### config.mk
export PLATFORM = sky130hd
export DESIGN_NAME = lieat_general_skidbuf
export DESIGN_NICKNAME = d
export VERILOG_FILES = /design/src/rtl/lieat_general_skidbuf.sv
export SDC_FILE = /design/constraint.sdc
export NUM_CORES = 1
export LEC_CHECK = 0
export CAP_MARGIN = 10
export CORE_MARGIN = 2
export CORE_UTILIZATION = 46
export DETAILED_ROUTE_END_ITERATION = 10
export GPL_ROUTABILITY_DRIVEN = 0
export HOLD_SLACK_MARGIN = 0.12
export PLACE_DENSITY = 0.8
export REMOVE_ABC_BUFFERS = 1
export SETUP_SLACK_MARGIN = 0.02
export SYNTH_ARGS = -nofsm -noshare
export SYNTH_HDL_FRONTEND = slang
export SYNTH_SLANG_ARGS = --single-unit
### constraint.sdc
create_clock -name clk -period 1.77 [get_ports clk]
set_input_delay 0.354 -clock clk [delete_from_list [all_inputs] [get_ports clk]]
set_output_delay 0.354 -clock clk [all_outputs]
set_load 0.005 [all_outputs]
### src/rtl/lieat_general_skidbuf.sv
// Two-entry skid buffer: registered valid/ready on both sides, full throughput, in-order.
// Optional synchronous flush port enabled by defining LIEAT_SKIDBUF_FLUSH_EN.
module lieat_general_skidbuf #(
    parameter int unsigned DW      = 32,
    parameter logic [31:0] DEFAULT = 32'h00000000
) (
    input  logic          clk,
    input  logic          rstn,
`ifdef LIEAT_SKIDBUF_FLUSH_EN
    input  logic          flush,
`endif
    input  logic          i_valid,
    output logic          i_ready,
    input  logic [DW-1:0] i_data,
    output logic          o_valid,
    input  logic          o_ready,
    output logic [DW-1:0] o_data
);

    localparam logic [DW-1:0] RstVal = DW'(DEFAULT);

    typedef enum logic [1:0] {StEmpty, StOne, StFull} state_e;

    state_e        state_q, state_d;
    logic [DW-1:0] main_q, main_d;
    logic [DW-1:0] skid_q, skid_d;
    logic          main_vld_q, main_vld_d;
    logic          skid_vld_q, skid_vld_d;
    logic          push, pop;

    assign push = i_valid & i_ready;
    assign pop  = o_valid & o_ready;

    always_comb begin
        state_d = state_q;
        main_d  = main_q;
        skid_d  = skid_q;
        case (state_q)
            StEmpty: begin
                if (push) begin
                    state_d = StOne;
                    main_d  = i_data;
                end
            end
            StOne: begin
                if (push && pop) begin
                    main_d = i_data;
                end else if (push) begin
                    state_d = StFull;
                    skid_d  = i_data;
                end else if (pop) begin
                    state_d = StEmpty;
                end
            end
            StFull: begin
                // i_ready is low here, so only a pop can move the state
                if (pop) begin
                    state_d = StOne;
                    main_d  = skid_q;
                end
            end
            default: state_d = StEmpty;
        endcase
`ifdef LIEAT_SKIDBUF_FLUSH_EN
        // Flush drops the beats but leaves the data registers untouched
        if (flush) begin
            state_d = StEmpty;
            main_d  = main_q;
            skid_d  = skid_q;
        end
`endif
        main_vld_d = (state_d != StEmpty);
        skid_vld_d = (state_d == StFull);
    end

    always_ff @(posedge clk or negedge rstn) begin
        if (!rstn) begin
            state_q    <= StEmpty;
            main_q     <= RstVal;
            skid_q     <= RstVal;
            main_vld_q <= 1'b0;
            skid_vld_q <= 1'b0;
        end else begin
            state_q    <= state_d;
            main_q     <= main_d;
            skid_q     <= skid_d;
            main_vld_q <= main_vld_d;
            skid_vld_q <= skid_vld_d;
        end
    end

    assign o_valid = main_vld_q;
    assign o_data  = main_q;
    assign i_ready = ~skid_vld_q;

endmodule

### Yosys cells after proc, flatten, opt, wreduce, memory -nomap -nowiden

Cells that the tools add are included.

| cells by class | value |
|---|---|
| multipliers | 0 |
| mux-type cells | 10 |
| div/mod/pow operators | 0 |
| bitwise gates (word level) | 4 |
| $lt $le $gt $ge | 0 |
| $add $sub $neg | 0 |
| eq/ne operators | 6 |
| shifts and indexed selects | 0 |
| reduce and logical (&&, ||, !) cells | 6 |

Operators by type and width:

| operator | number |
|---|---|
| $mux W32 | 3 |
| $pmux W32 S3 | 1 |
| $mux W2 | 5 |
| $ne A2 B2 Y1 const B | 3 |
| $pmux W2 S3 | 1 |
| $eq A2 B2 Y1 const B | 2 |
| $reduce_and A4 Y1 | 1 |
| $reduce_and A3 Y1 | 1 |
| $reduce_bool A3 Y1 | 1 |
| $and A1 B1 Y1 | 2 |
| $eq A2 B1 Y1 const B | 1 |
| $logic_not A2 Y1 | 1 |
| $not A1 Y1 | 2 |
| $reduce_bool A2 Y1 | 1 |
| $logic_and A1 B1 Y1 | 1 |

| word-level totals | value |
|---|---|
| latch bits | 0 |
| memory bits (read-only) | 0 |
| input port bits | 36 |
| bits in writable memories | 0 |
| register bits | 68 |
| memories kept | 0 |

### Logic depth before layout (Yosys ltp)

Gate-level depths: netlist (run 1).

| logic depth | value |
|---|---|
| depth in word-level cells | 6 |
| gate-level depth with buffers | 5 |

### Worst setup path after synthesis (run 1)

Ideal clock, no wire load.

| path | value |
|---|---|
| path kind | register to register |
| from | register skid_vld_q |
| to | register main_q[10], in the netlist o_data[10] |
| data required time | 1645 ps |
| data arrival time | 1515 ps |
| path slack | 130 ps |
| path buffers | 1 |
| setup time | 125 ps |
| cell stages (with the launch flop) | 5 |
| cell sequence | dfrtp_1 > nand2b_1 > o32ai_4 > buf_12 > mux2_4 |

| on the way | value |
|---|---|
| word-level cells in the longest chain between the ends | 5 |

Ends and longest elaborated chain:

| what | RTL line | RTL |
|---|---|---|
| start: declaration | 28 | `logic skid_vld_q, skid_vld_d;` |
| start signal: assignment | 88 | `skid_vld_q <= skid_vld_d;` |
| $not A1 Y1 (*) | 94 | `assign i_ready = ~skid_vld_q;` |
| $and A1 B1 Y1 (*) | 31 | `assign push = i_valid & i_ready;` |
| $logic_and A1 B1 Y1 | 46 | `if (push && pop) begin` |
| $ne A2 B2 Y1 (no source line) | - |  |
| $reduce_and A4 Y1 (no source line) (*) | - |  |
| end signal: assignment | 79 | `main_q <= RstVal;` |
| end signal: assignment | 85 | `main_q <= main_d;` |
| end: declaration | 25 | `logic [DW-1:0] main_q, main_d;` |

Mark *: on every way between the ends. The rest lies on a longest branch, timed or not.
A chain may end at the register's enable or synchronous reset.

### Worst setup path after layout (run 1)

| path | value |
|---|---|
| from | register main_vld_q, in the netlist o_valid |
| to | output o_valid |

RTL lines:

| what | RTL line | RTL |
|---|---|---|
| start: declaration | 27 | `logic main_vld_q, main_vld_d;` |
| start signal: assignment | 87 | `main_vld_q <= main_vld_d;` |
| end: declaration | 15 | `output logic o_valid,` |

No word-level cell between the ends.

==> results.txt, run 1 <==
* Main synth FF type: sky130_fd_sc_hd__dfrtp_1
- The H-tree generated during clock tree synthesis spans 3 levels.
- At the end of the flow, the number of nets in the layout was 312.
- Sw Share: 27.27%
- Global-route usage over all layers: 16.85%
- Area of the die: 0.007772 mm^2
- The largest total area in the synthesized netlist belongs to sky130_fd_sc_hd__dfrtp_1.
* Antenna violations before repair: 0
- Area of placed instances: 0.004056 mm^2
- Multiplexer share of the synthesized area: 39.98%
- RSZ-0062 raised after global routing: no
- The signal on the critical path passes through clkdlybuf4s50_1.
- First drt pass iteration count: 3
* Post-synth ARST share: 100.0%
- The internal portion of the total power is 5.775 mW.
* Final setup violation count: 0
- Number of violations reported at the end of detailed-routing iteration 0: 53
- Max-cap violations in this run came to 0.
- The floorplan has 30 rows.
- On the worst path, the slowest cell contributes a delay of 0.55 ns.
- Xor/xnor share of the synthesized area: 0%
- Per report_power, the clock group accounts for 20.0% of the total.
* Largest cells by area after synthesis: sky130_fd_sc_hd__dfrtp_1, sky130_fd_sc_hd__mux2_4, sky130_fd_sc_hd__mux2_2
- The Yosys step of the flow raised 0 warnings.
- Drt via density: 4.886
- Worst-Skew Late Latency: 0.34 ns
- Number of synthesized flops with an enable pin: 0
- Timing would allow up to 0.5835 GHz.
- Clk buf depth: 2
- The worst pin sits at a relative slew slack of 76.40%.
- Post-synthesis average cell area: 16.97 um^2
- CP Data Arrival Time: 1.36 ns
- Number of global-route vias before repair: 1920
* Number of synthesized register bits: 68
- The number of endpoints with negative hold slack in the final report came to 0.
- VDD sags by at most 1.035 mV.
- Count of mapped cells out of synthesis: 192
* Min Clock Period, post-route: 1.714 ns
* Maximum number of pins on one net before global-route repair: 45
- Portion of total power attributed to combinational logic: 43.9%
- Relative to the synthesized area, the layout overhead comes to 33.87%.
* Master of the slowest instance on the critical path: sky130_fd_sc_hd__clkdlybuf4s50_1
* Seq pwr share: 36.2%
- Switching power of the nets: 2.165 mW
- Post-route fraction of the period consumed by the critical path: 96.83%
* Classification of the worst setup path: reg -> out
- Die span in y: 88.16 um
* Maximum fanout along the worst path: 7
- The cell area that synthesis handed to floorplanning was 0.003258 mm^2.
- The commonest cells after synthesis are sky130_fd_sc_hd__dfrtp_1, sky130_fd_sc_hd__mux2_4, sky130_fd_sc_hd__mux2_2.
* Wirelength per Cell: 15.91 um
- Required time of the worst setup path: 1.42 ns
* Grt ovf: 0
* Starting Density: 47.69%
- Transition time at the pin with the least slew margin: 0.3541 ns
- The root buffer cell chosen for the clock tree is sky130_fd_sc_hd__clkbuf_8.
- Clock-pin slew was measured on the worst setup and hold paths at 0.07 ns.
* Max-slew violation count: 0
* Count of cell types in the netlist: 19
- The share of synthesized area in the top cell type comes to 52.23%.
- Type of element launching the critical path: flip-flop
* First-pass GRT wire length: 9680 um
- Main combinational cell family by area after synthesis: multiplexers
* Power after layout: 7.940 mW
* CTS sink count: 68
- Vias: 1842
- Wire length after detailed routing: 5997 um
- Core region area: 0.006832 mm^2
- CP Buf/Inv Count: 1
- Number of port buffers: 69
- Simple-gate portion of the synthesized area: 1.498%
- TritonCTS built the clock tree.
* N_diodes: 0
* Final core area utilization: 63.85%
* Fraction of layout instances using a drive strength above 1: 46.26%
* Power density normalized to cell area: 1820 mW/mm^2
* Cell leakage power: 1.921 nW
- Sequential elements use 52.23% of the synthesized area.
* Largest clock skew in the final design: 0.01243 ns
- Worst Hold Class: in -> reg
* Post-route ant nets: 0
- HPWL reported at the end of detailed placement: 4059 um
- In the routed design, unresolved DRC markers number 0.
- Overall die width: 88.16 um
- The synthesized netlist devotes 2.496% of its cell area to compound gates.
- Pin placement for this block handled 70 I/O pins.
- Cell family contributing the most delay on the critical path: buffers and inverters
- Number of CTS-inserted buffers: 9
* Worst hold margin: 0.3287 ns
* Adder and majority gate portion of the synthesized area: 0%
- The run finished with clean final reports.
- Once layout is done, the placed cells without fillers occupy 0.004362 mm^2.
- STA classifies the critical path endpoint as an output pin.
* Sum Neg Setup Slack: 0 ns
- Yosys instantiated no cell more often than sky130_fd_sc_hd__dfrtp_1.
[placed cells by master (no fill, tap or decap)]
| cell | Yosys | routed |
|---|---|---|
| sky130_fd_sc_hd__clkdlybuf4s50_1 | 0 | 67 |
| sky130_fd_sc_hd__dfrtp_1 | 68 | 66 |
| sky130_fd_sc_hd__mux2_4 | 59 | 59 |
| sky130_fd_sc_hd__mux2_2 | 34 | 34 |
| sky130_fd_sc_hd__clkbuf_8 | 0 | 10 |
| sky130_fd_sc_hd__buf_4 | 0 | 9 |
| sky130_fd_sc_hd__a21oi_1 | 5 | 5 |
| sky130_fd_sc_hd__mux2_1 | 3 | 3 |
| sky130_fd_sc_hd__bufinv_16 | 0 | 3 |
| sky130_fd_sc_hd__nand2b_1 | 2 | 2 |
| sky130_fd_sc_hd__buf_8 | 0 | 2 |
| sky130_fd_sc_hd__buf_12 | 3 | 2 |
| sky130_fd_sc_hd__dfrtp_2 | 0 | 2 |
| sky130_fd_sc_hd__a21boi_2 | 1 | 1 |
| sky130_fd_sc_hd__and4b_1 | 1 | 1 |
| sky130_fd_sc_hd__nor3b_2 | 1 | 1 |
| sky130_fd_sc_hd__a31oi_1 | 1 | 1 |
| sky130_fd_sc_hd__o22ai_1 | 1 | 1 |
| sky130_fd_sc_hd__nor2b_4 | 0 | 1 |
| sky130_fd_sc_hd__inv_1 | 1 | 1 |
| sky130_fd_sc_hd__o21ai_0 | 1 | 1 |
| sky130_fd_sc_hd__nand2_1 | 2 | 1 |
| sky130_fd_sc_hd__o32ai_4 | 1 | 1 |
| sky130_fd_sc_hd__nand2_2 | 0 | 1 |
| sky130_fd_sc_hd__clkinv_4 | 0 | 1 |
| sky130_fd_sc_hd__clkinvlp_4 | 0 | 1 |
| sky130_fd_sc_hd__clkinv_2 | 0 | 1 |
| sky130_fd_sc_hd__dlygate4sd3_1 | 0 | 1 |
| sky130_fd_sc_hd__dlymetal6s2s_1 | 0 | 1 |
| sky130_fd_sc_hd__buf_6 | 4 | 1 |
[cell families after synthesis]
logic type / after synthesis
multiplexers: 96
buffers and inverters: 11
AND/OR/NAND/NOR: 7
AO/OA/AOI/OAI: 10
flip-flops: 68
[worst reg2reg max path, cell delays in order (launching register included)]
cell and delay (ns):
sky130_fd_sc_hd__dfrtp_2 0.45, sky130_fd_sc_hd__a21boi_2 0.19, sky130_fd_sc_hd__o32ai_4 0.28, sky130_fd_sc_hd__buf_4 0.18, sky130_fd_sc_hd__buf_8 0.17, sky130_fd_sc_hd__mux2_4 0.32
[flip-flops by register name, indices dropped and copies added, names as in the netlist]
signal / cells
o_data: 32
skid_q: 32
state_q: 2
o_valid: 1
skid_vld_q: 1
[routing by layer]
layer | track usage [%] | up-vias | share of wire, %
met3 | 4.147 | 10 | 4.7
met5 | 0 | - | 0
met1 | 22.55 | 920 | 45
met4 | 7.713 | 0 | 2.3
met2 | 25.97 | 50 | 48
li1 | - | 862 | -
[layout make-up]
cell class                      count  area [um^2]
Sequential cell                    68         1704
Clock buffer                       10        137.6
Clock inverter                      6        111.4
Multi-Input combinational cell    113         1443
Inverter                            1        3.754
Fill cell                         528         2470
Tap cell                           96        120.1
Timing Repair Buffer               83        842.1
[power groups by stage]
stage	clock (mW)	sequential, mW	combinational (mW)
after floorplan	0	2.79	2.15
after global placement	0	2.85	3.32
after detailed placement	0	2.88	3.42
after CTS	1.61	2.87	3.43
after global routing	1.68	2.97	3.76
final	1.59	2.87	3.48
[metrics by stage]
stage	cells	worst slack [ns]
5_1_grt	377	0.01701
3_3_place_gp	357	-0.2772
6_report	377	0.05617
2_1_floorplan	182	-1.743
3_5_place_dp	357	-0.2951
4_1_cts	374	0.05251
[path summary, 6_finish.rpt]
kind | from | end | slack, ns | depth (start not counted)
max | o_valid | o_valid | 0.06 | 1
min in group asynchronous | rstn | skid_vld_q | 0.47 | 2
min reg2reg | skid_q[11] | skid_q[11] | 0.50 | 1
max reg2reg | state_q[0] | o_data[28] | 0.08 | 5
min | o_ready | state_q[1] | 0.33 | 2
max in group asynchronous | rstn | state_q[0] | 0.75 | 3
[timing repair]
| action | 4_1_cts | 5_1_grt |
|---|---|---|
| gates resized for setup | 0 | 10 |
| setup endpoints to repair | 0 | 25 |
| buffers inserted | 0 | 2 |
| hold buffers | 1 | 0 |
| endpoints found under the hold margin | 24 | 0 |
Power figures use the tool's default switching activity.
==> run 2, diff against run 1 <==
--- a/config.mk
+++ b/config.mk
@@ -12,6 +12,7 @@
 export GPL_ROUTABILITY_DRIVEN = 0
 export HOLD_SLACK_MARGIN = 0.12
 export PLACE_DENSITY = 0.8
+export RECOVER_POWER = 25
 export REMOVE_ABC_BUFFERS = 1
 export SETUP_SLACK_MARGIN = 0.02
 export SYNTH_ARGS = -nofsm -noshare
==> results.txt, run 2 (same netlist as run 1, synthesis figures left out) <==
- Type of element launching the critical path: flip-flop
- The total area inside the core boundary comes to 0.006832 mm^2.
- TritonCTS created 9 clock buffers.
- The flow ran to the end, and the final reports show no timing, DRC or antenna violations.
- Cells along the critical path: clkdlybuf4s50_1
- Global routing used 16.85% of the available tracks.
* Maximum clock frequency: 0.5833 GHz
- Final setup violation count: 0
- Pre-CTS setup slack: -0.2951 ns
* Clock transition at path regs: 0.07 ns
* CP Buf/Inv Count: 1
- Buffers placed on the I/O ports in this run total 69.
- In the post-route analysis, the smallest setup slack over all paths is 0.05571 ns.
- Post-route ant nets: 0
- Starting Density: 47.69%
* Worst hold margin: 0.3283 ns
* Required time of the worst setup path: 1.42 ns
- The count of pins over their slew limit is 0.
- The library cells used most frequently in the layout, excluding fill and tap cells, are sky130_fd_sc_hd__clkdlybuf4s50_1, sky130_fd_sc_hd__dfrtp_1, sky130_fd_sc_hd__mux2_4, sky130_fd_sc_hd__mux2_2, sky130_fd_sc_hd__clkbuf_8.
* Maximum fanout along the worst path: 7
- The floorplan step defined a die boundary enclosing 0.007772 mm^2.
- Cell leakage power: 1.921 nW
* Area grow syn2layout: 33.79%
* N_diodes: 0
- Final core area utilization: 63.81%
* # DRC: 0
* First-pass GRT wire length: 9680 um
- Cell family contributing the most delay on the critical path: buffers and inverters
* RSZ-0062 raised after global routing: no
- The clock net in this run drives a total of 68 sinks.
* Row count: 30
- Number of H-tree branching levels: 3
* Clk buf depth: 2
* First drt pass iteration count: 3
- Largest clock skew in the final design: 0.01243 ns
- Root Driver: sky130_fd_sc_hd__clkbuf_8
- Classification of the worst setup path: reg -> out
- Worst max-slew margin expressed relative to the limit: 54.49%
* Wirelength per Cell: 15.91 um
* Antenna violations before repair: 0
* HPWL reported at the end of detailed placement: 4059 um
* Most frequent standard cell in the layout excluding fill and tap cells: sky130_fd_sc_hd__clkdlybuf4s50_1
- # Max-Cap Violations: 0
- Overall die width: 88.16 um
- Vias: 1842
* Maximum number of pins on one net before global-route repair: 45
* # nets final: 312
- Wire length after detailed routing: 5997 um
* CP Data Arrival Time: 1.36 ns
- The worst setup path is captured at an output pin.
- Worst-Skew Late Latency: 0.34 ns
- At the pin with the least slew margin, the transition time is 0.6827 ns.
- The worst hold path belongs to the class in -> reg.
- Master of the slowest instance on the critical path: sky130_fd_sc_hd__clkdlybuf4s50_1
- Power spread over the standard cell area amounts to 1821 mW/mm^2.
- Die span in y: 88.16 um
- TritonCTS built the clock tree.
* Min Clock Period, post-route: 1.714 ns
* Hold Violations, Final: 0
- The largest single stage delay on the critical path is 0.55 ns.
* Number of primary I/O pins: 70
* Number of violations reported at the end of detailed-routing iteration 0: 53
* Post-route fraction of the period consumed by the critical path: 96.85%
- Maximum ir drop on the vdd rail: 1.035 mV
* Number of global-route vias before repair: 1920
- Drt via density: 4.886
- Grt ovf: 0
- Of the cells placed in the final design, the portion with a size suffix greater than 1 is 46.26%.
## run 2: worst paths after layout
kind	slack [ns]	startpoint	depth (start not counted)	endpoint
setup / recovery	0.06	o_valid	1	o_valid
hold / removal	0.33	o_ready	2	state_q[1]
setup reg to reg	0.08	state_q[0]	5	o_data[28]
hold reg to reg	0.50	skid_q[11]	1	skid_q[11]
max in group asynchronous	0.51	rstn	3	state_q[0]
min in group asynchronous	0.59	rstn	2	skid_vld_q
## run 2: routing by layer
layer | vias to the layer above | track usage [%] | wire [um]
met4 | 0 | 7.713 | 135
li1 | 862 | - | -
met1 | 920 | 22.55 | 2699
met2 | 50 | 25.97 | 2883
met3 | 10 | 4.147 | 279
met5 | - | 0 | 0
## run 2: where the power goes
| part | leakage (nW) | internal (mW) | total, mW | switching [mW] |
|---|---|---|---|---|
| clock network | 0.122 | 0.975 | 1.59 | 0.612 |
| registers | 0.804 | 2.37 | 2.87 | 0.502 |
| logic | 0.994 | 2.43 | 3.48 | 1.05 |
## run 2: final cells by class
| cell class | instances | area [um^2] |
|---|---|---|
| clock inverters | 6 | 111.4 |
| flip-flops and latches | 68 | 1704 |
| clock buffers | 10 | 137.6 |
| multi-input cells | 113 | 1443 |
| fillers | 529 | 2472 |
| inverters | 1 | 3.754 |
| well taps | 96 | 120.1 |
| repair buffers | 83 | 839.6 |
## run 2: repair_timing
item	in CTS	in global routing
setup buffers	0	2
hold buffers	1	0
hold endpoints to repair	24	0
resized for setup	0	10
setup endpoints to repair	0	25
## run 2: per-stage QoR
stage	power [mW]	instance area [um^2]	setup TNS, ns	instances
finish	7.939	4359	0	377
global route	8.411	4359	0	377
floorplan	4.939	3138	-57.57	182
detailed placement	6.303	4056	-14.08	357
CTS	7.916	4315	0	374
global placement	6.169	4056	-13.21	357
==> run 3, diff against run 2 <==
--- a/config.mk
+++ b/config.mk
@@ -18,3 +18,4 @@
 export SYNTH_ARGS = -nofsm -noshare
 export SYNTH_HDL_FRONTEND = slang
 export SYNTH_SLANG_ARGS = --single-unit
+export TNS_END_PERCENT = 30
==> results of run 3 <==
Final layout, timing and power as in run 2 (identical DEF).
